[src/rtl/tnoc_error_responder.sv]
// Default-target endpoint: swallows requests that decode to no slave and answers
// reads and non-posted writes with DECODE_ERROR response packets.
module tnoc_error_responder #(
    parameter int                    ID_X_WIDTH         = 5,
    parameter int                    ID_Y_WIDTH         = 5,
    parameter int                    TAG_WIDTH          = 8,
    parameter int                    BURST_LENGTH_WIDTH = 8,
    parameter int                    DATA_WIDTH         = 256,
    parameter logic [DATA_WIDTH-1:0] ERROR_DATA         = '1
) (
    input  logic                          i_clk,
    input  logic                          i_rst,
    input  logic [ID_X_WIDTH-1:0]         i_id_x,
    input  logic [ID_Y_WIDTH-1:0]         i_id_y,
    input  logic                          i_request_valid,
    output logic                          o_request_ready,
    input  logic                          i_request_head,
    input  logic                          i_request_tail,
    input  logic [1:0]                    i_request_type,
    input  logic [ID_X_WIDTH-1:0]         i_request_source_x,
    input  logic [ID_Y_WIDTH-1:0]         i_request_source_y,
    input  logic [TAG_WIDTH-1:0]          i_request_tag,
    input  logic [BURST_LENGTH_WIDTH-1:0] i_request_burst_length,
    output logic                          o_response_valid,
    input  logic                          i_response_ready,
    output logic                          o_response_head,
    output logic                          o_response_tail,
    output logic                          o_response_type,
    output logic [ID_X_WIDTH-1:0]         o_response_destination_x,
    output logic [ID_Y_WIDTH-1:0]         o_response_destination_y,
    output logic [ID_X_WIDTH-1:0]         o_response_source_x,
    output logic [ID_Y_WIDTH-1:0]         o_response_source_y,
    output logic [TAG_WIDTH-1:0]          o_response_tag,
    output logic [1:0]                    o_response_status,
    output logic [DATA_WIDTH-1:0]         o_response_data
);

    localparam logic [1:0] TYPE_READ           = 2'b00;
    localparam logic [1:0] TYPE_WRITE          = 2'b01;
    localparam logic [1:0] STATUS_DECODE_ERROR = 2'b11;
    localparam logic [BURST_LENGTH_WIDTH:0] BEAT_ONE = 1;

    typedef enum logic [1:0] {
        IDLE,
        DRAIN,
        RESPOND,
        DATA
    } state_e;

    typedef struct packed {
        logic                  valid;
        logic                  head;
        logic                  tail;
        logic                  rtype;
        logic [ID_X_WIDTH-1:0] dst_x;
        logic [ID_Y_WIDTH-1:0] dst_y;
        logic [ID_X_WIDTH-1:0] src_x;
        logic [ID_Y_WIDTH-1:0] src_y;
        logic [TAG_WIDTH-1:0]  tag;
        logic [1:0]            status;
        logic [DATA_WIDTH-1:0] data;
    } response_t;

    state_e                        state_q, state_d;
    logic [1:0]                    type_q, type_d;
    logic [ID_X_WIDTH-1:0]         src_x_q, src_x_d;
    logic [ID_Y_WIDTH-1:0]         src_y_q, src_y_d;
    logic [TAG_WIDTH-1:0]          tag_q, tag_d;
    logic [BURST_LENGTH_WIDTH-1:0] burst_q, burst_d;
    logic [BURST_LENGTH_WIDTH:0]   beat_q, beat_d;
    response_t                     resp_q, resp_d;

    logic                          request_ack;
    logic                          response_ack;
    logic                          finish_request;
    logic                          last_beat;
    logic [BURST_LENGTH_WIDTH:0]   beat_next;
    logic [1:0]                    eff_type;
    logic [ID_X_WIDTH-1:0]         eff_src_x;
    logic [ID_Y_WIDTH-1:0]         eff_src_y;
    logic [TAG_WIDTH-1:0]          eff_tag;

    assign o_request_ready = (state_q == IDLE) || (state_q == DRAIN);
    assign request_ack     = i_request_valid && o_request_ready;
    assign response_ack    = resp_q.valid && i_response_ready;
    assign beat_next       = beat_q + BEAT_ONE;
    assign last_beat       = (beat_q == {1'b0, burst_q});

    // A single-flit packet finishes in IDLE before its header fields are captured.
    assign eff_type  = (state_q == IDLE) ? i_request_type     : type_q;
    assign eff_src_x = (state_q == IDLE) ? i_request_source_x : src_x_q;
    assign eff_src_y = (state_q == IDLE) ? i_request_source_y : src_y_q;
    assign eff_tag   = (state_q == IDLE) ? i_request_tag      : tag_q;

    always_comb begin
        // NOTE: every signal written here gets a default first so no latch is inferred.
        state_d        = state_q;
        type_d         = type_q;
        src_x_d        = src_x_q;
        src_y_d        = src_y_q;
        tag_d          = tag_q;
        burst_d        = burst_q;
        beat_d         = beat_q;
        resp_d         = resp_q;
        finish_request = 1'b0;

        case (state_q)
            IDLE: begin
                if (request_ack && i_request_head) begin
                    type_d  = i_request_type;
                    src_x_d = i_request_source_x;
                    src_y_d = i_request_source_y;
                    tag_d   = i_request_tag;
                    burst_d = i_request_burst_length;
                    if (i_request_tail) finish_request = 1'b1;
                    else                state_d        = DRAIN;
                end
            end
            DRAIN: begin
                if (request_ack && i_request_tail) finish_request = 1'b1;
            end
            RESPOND: begin
                if (response_ack) begin
                    if (type_q == TYPE_WRITE) begin
                        state_d = IDLE;
                        resp_d  = '0;
                    end else begin
                        state_d     = DATA;
                        beat_d      = '0;
                        resp_d.head = 1'b0;
                        resp_d.tail = (burst_q == '0);
                        resp_d.data = ERROR_DATA;
                    end
                end
            end
            DATA: begin
                if (response_ack) begin
                    if (last_beat) begin
                        state_d = IDLE;
                        beat_d  = '0;
                        resp_d  = '0;
                    end else begin
                        beat_d      = beat_next;
                        resp_d.tail = (beat_next == {1'b0, burst_q});
                    end
                end
            end
            default: state_d = IDLE;
        endcase

        if (finish_request) begin
            if ((eff_type == TYPE_READ) || (eff_type == TYPE_WRITE)) begin
                state_d       = RESPOND;
                resp_d.valid  = 1'b1;
                resp_d.head   = 1'b1;
                resp_d.tail   = (eff_type == TYPE_WRITE);
                resp_d.rtype  = (eff_type == TYPE_WRITE);
                resp_d.dst_x  = eff_src_x;
                resp_d.dst_y  = eff_src_y;
                resp_d.src_x  = i_id_x;
                resp_d.src_y  = i_id_y;
                resp_d.tag    = eff_tag;
                resp_d.status = STATUS_DECODE_ERROR;
                resp_d.data   = '0;
            end else begin
                state_d = IDLE;
            end
        end
    end

    // NOTE: sequential state uses non-blocking assignments only.
    always_ff @(posedge i_clk) begin
        if (i_rst) begin
            state_q <= IDLE;
            type_q  <= '0;
            src_x_q <= '0;
            src_y_q <= '0;
            tag_q   <= '0;
            burst_q <= '0;
            beat_q  <= '0;
            resp_q  <= '0;
        end else begin
            state_q <= state_d;
            type_q  <= type_d;
            src_x_q <= src_x_d;
            src_y_q <= src_y_d;
            tag_q   <= tag_d;
            burst_q <= burst_d;
            beat_q  <= beat_d;
            resp_q  <= resp_d;
        end
    end

    assign o_response_valid         = resp_q.valid;
    assign o_response_head          = resp_q.head;
    assign o_response_tail          = resp_q.tail;
    assign o_response_type          = resp_q.rtype;
    assign o_response_destination_x = resp_q.dst_x;
    assign o_response_destination_y = resp_q.dst_y;
    assign o_response_source_x      = resp_q.src_x;
    assign o_response_source_y      = resp_q.src_y;
    assign o_response_tag           = resp_q.tag;
    assign o_response_status        = resp_q.status;
    assign o_response_data          = resp_q.data;

endmodule

[config.mk]
export PLATFORM = sky130hd
export DESIGN_NAME = tnoc_error_responder
export DESIGN_NICKNAME = d
export VERILOG_FILES = /design/src/rtl/tnoc_error_responder.sv
export SDC_FILE = /design/constraint.sdc
export NUM_CORES = 1
export LEC_CHECK = 0
export CAP_MARGIN = 20
export CORE_MARGIN = 1
export CORE_UTILIZATION = 36
export DETAILED_ROUTE_END_ITERATION = 10
export GPL_TIMING_DRIVEN = 0
export PLACE_DENSITY = 0.77
export SKIP_CTS_REPAIR_TIMING = 1
export SYNTH_ARGS = -nofsm -noshare
export SYNTH_HDL_FRONTEND = slang
export SYNTH_SLANG_ARGS = --single-unit
export TNS_END_PERCENT = 30
[constraint.sdc]
create_clock -name i_clk -period 2.1 [get_ports i_clk]
set_input_delay 0.63 -clock i_clk [delete_from_list [all_inputs] [get_ports i_clk]]
set_output_delay 0.63 -clock i_clk [all_outputs]
set_load 0.01 [all_outputs]
==> results_dict.tcl <==
set metrics [dict create \
    ys_types 47 \
    proportion_of_synthesized_flip_flops_having_asynchronous_set_or_reset_pct 0 \
    p_leak_nw 6.32 \
    die_w_um 174 \
    required_ps 2500 \
    synth_area_um2 10700 \
    wirelength_um 30700 \
    mostFrequentLayoutCell "nor2_1" \
    regArea_um2 6600 \
    power_switching_mw 2.98 \
    buffer_ports.inserted 334 \
    finalMaxSlewViolations 0 \
    layout.core_utilization_pct 56.9 \
    post_route_cells_drive_above_1_share_pct 10.5 \
    clk_pin_slew_worst_paths_ps 60 \
    regToRegStartpoint "beat_q[3]$_SDFFE_PP0P_" \
    timing.final.crit_share_pct 104 \
    ys_warn_count 0 \
    fillCellCount 2420 \
    syn_to_final_growth_pct 54.0 \
    synth_ff_type "dfxtp_1" \
    design.core.area_um2 28900 \
    final-setup-viol-count 239 \
    nNetsFinal 1689 \
    ys_seq_area_share_pct 61.6 \
    die_height_um 174 \
    clock_buffer_depth 3 \
    vias_in_the_first_global_route 9338 \
    floorplan.die_area_um2 30400 \
    crit-reg2reg-capture "o_response_data[138]$_SDFF_PP0_" \
    floorplan.initialDensity_pct 37.0 \
    synth.net_count 1303 \
    global_route.usage.total_pct 18.9 \
    worstMarginPinSlew_ps 630 \
    antenna_diodes 0 \
    crit_path_capture "o_response_data[138]$_SDFF_PP0_" \
    detailed_place_hpwl_um 21000 \
    crit_type "input pin to register" \
    globalRouteOverflowTotal 0 \
    overall_power_mw 13.6 \
    seq_power_share_pct 47.1 \
    footprint_of_the_multi_input_gates_um2 3750 \
    post-route-worst-setup-slack_ps -74.6 \
    max_cap_viol_count 0 \
    grt_start_max_net_pins 15 \
    clock_skew_ps 15.1 \
    worstRegToRegCells 8 \
    grt_antenna_before_repair 0 \
    mean_syn_cell_area_um2 8.50 \
    status "complete, but fails checks" \
    detail_route.wl_per_cell_um 14.9 \
    clock_latency_ps 510 \
    unrepaired_setup_endpoints_after_global_routing "yes" \
    clock_tree_from_tritoncts "yes" \
    final-hold-violation-count 0 \
    part_of_the_power_in_the_clock_network_pct 45.9 \
    finalWorstPathRequiredPeriod_ps 2170 \
    drt_first_iter_violations 466 \
    ant_nets 0 \
    cts-htree-levels 2 \
    power.share.switching_pct 22.0 \
    cp-end-kind "register" \
    route.vias.total 9723 \
    hold_path.class "register to register" \
    fmax_mhz 460 \
    timing.critical_path.fanout_max 10 \
    worst_slew_margin_rel_pct 58.0 \
    via_per_inst 4.73 \
    timing.critical_path.arrival_ps 2570 \
    place.gp.congestion 0.843 \
    post_synth_edffs 0 \
    top_level_ports 335 \
    power_density_nw_per_um2 824 \
    crit_path_start_kind "input pin" \
    fp-row-count 62 \
    violations_in_the_final_reports "negative setup slack" \
    critPathLaunch "i_response_ready" \
    regToRegSetupSlack_ps -60 \
    first_pass_iters 5 \
    comb_power_share_pct 7.0 \
    drcViolationCount 0 \
    ir_drop_v 0.000651 \
    cts_root_buffer "clkbuf_16" \
    grt_first_pass_wirelength_um 46900 \
    total_cts_buffers 35 \
    ys_seq_elements 329 \
    cell_internal_pwr_mw 10.6 \
    most-common-layout-cells "nor2_1 (552), clkdlybuf4s50_1 (330), dfxtp_1 (323), nand2_1 (100), a21oi_1 (58)" \
    cts.sinks 329 \
    gate_count_post_synth 1258 \
]
==> cell type report <==
type	count	area share (%)
sequential	329	40.1
multi-input combinational	832	22.8
timing repair buffer	352	22.4
clock buffer	51	6.48
buffer	89	4.43
tap	384	2.92
clock inverter	12	0.783
inverter	5	0.114
==> worst max-delay path, stage by stage <==
cell and delay, ps:
clkdlybuf4s50_1 580, nand4_1 210, nand4b_1 350, nand3b_1 230
buf_12 180, clkbuf_16 190, buf_8 130, nor2_1 50
==> cell usage after synthesis, drive strengths merged, types with 2 or more instances <==
cell type | n | area [um2]
a211oi | 2 | 15.0
a21oi | 58 | 290
a22oi | 2 | 15.0
a311oi | 3 | 32.5
a31oi | 23 | 144
a32oi | 10 | 87.6
and3 | 6 | 37.5
and4 | 2 | 17.5
buf | 43 | 257
clkbuf | 49 | 185
dfxtp | 329 | 6590
inv | 5 | 18.8
mux2i | 7 | 70.1
nand2 | 100 | 375
nand2b | 3 | 18.8
nand3 | 9 | 45.0
nand3b | 3 | 22.5
nand4 | 3 | 18.8
nor2 | 554 | 2080
nor2b | 2 | 12.5
nor3 | 4 | 20.0
nor3b | 3 | 22.5
nor4 | 8 | 56.3
o21ai | 3 | 15.0
o21bai | 3 | 22.5
xnor2 | 3 | 26.3
xor2 | 6 | 52.6
==> power groups by stage <==
stage	sequential (mW)	combinational, mW	clock (mW)
6_report	6.38	0.951	6.23
5_1_grt	6.39	1.03	6.64
4_1_cts	6.38	0.760	6.37
3_5_place_dp	6.52	0.754	0
3_3_place_gp	6.52	0.742	0
2_1_floorplan	6.54	0.392	0
==> kinds of logic after synthesis <==
| kind of cell | Yosys count | synth area share (%) |
|---|---|---|
| AOI/OAI and AO/OA | 113 | 6.66 |
| buffers and inverters | 97 | 4.31 |
| DFF | 329 | 61.6 |
| and+or+nand+nor | 701 | 25.8 |
| muxes | 8 | 0.761 |
| adders and majority gates | 1 | 0.117 |
| xor gates and xnor gates | 9 | 0.737 |
==> metal layers <==
layer	track usage (%)	share of wire (%)	up-vias
li1	-	-	4767
met1	21.4	40	4535
met2	32.9	49	354
met3	5.75	8.3	67
met4	8.00	3.5	0
met5	0	0	-
==> state kept, by name, summed over array words and instances (netlist names), 2 cells and up <==
signal                    count
burst_q                       8
state_q                       2
o_response_source_x           5
o_response_tag                8
o_response_destination_x      5
src_y_q                       5
o_response_status             2
o_response_destination_y      5
beat_q                        9
src_x_q                       5
o_response_source_y           5
tag_q                         8
type_q                        2
o_response_data             256
==> metrics by stage <==
stage                     setup TNS (ps)  hold slack (ps)  std cells  area [um2]  worst slack, ps
final                              -7770              458       2054       16500            -74.6
after global routing              -34790              474       2054       16500             -181
after CTS                        -173480              457       2039       15700             -742
after detailed placement         -336610              450       1976       14500            -1260
after global placement           -327530              443       1976       14500            -1220
after floorplan                        0              437       1258       10700             33.7
==> how the worst min path moves through the flow <==
stage                       startpoint                 endpoint  slack [ps]  cells after the start
2_1_floorplan  src_x_q[0]$_SDFFE_PP0P_  src_x_q[0]$_SDFFE_PP0P_         440                      2
3_5_place_dp   src_y_q[3]$_SDFFE_PP0P_  src_y_q[3]$_SDFFE_PP0P_         450                      2
4_1_cts          tag_q[2]$_SDFFE_PP0P_    tag_q[2]$_SDFFE_PP0P_         460                      2
6_report         tag_q[2]$_SDFFE_PP0P_    tag_q[2]$_SDFFE_PP0P_         460                      2
3_3_place_gp     tag_q[0]$_SDFFE_PP0P_    tag_q[0]$_SDFFE_PP0P_         440                      2
5_1_grt          tag_q[6]$_SDFFE_PP0P_    tag_q[6]$_SDFFE_PP0P_         470                      2
Note: power is estimated with default switching activity, not from simulation.
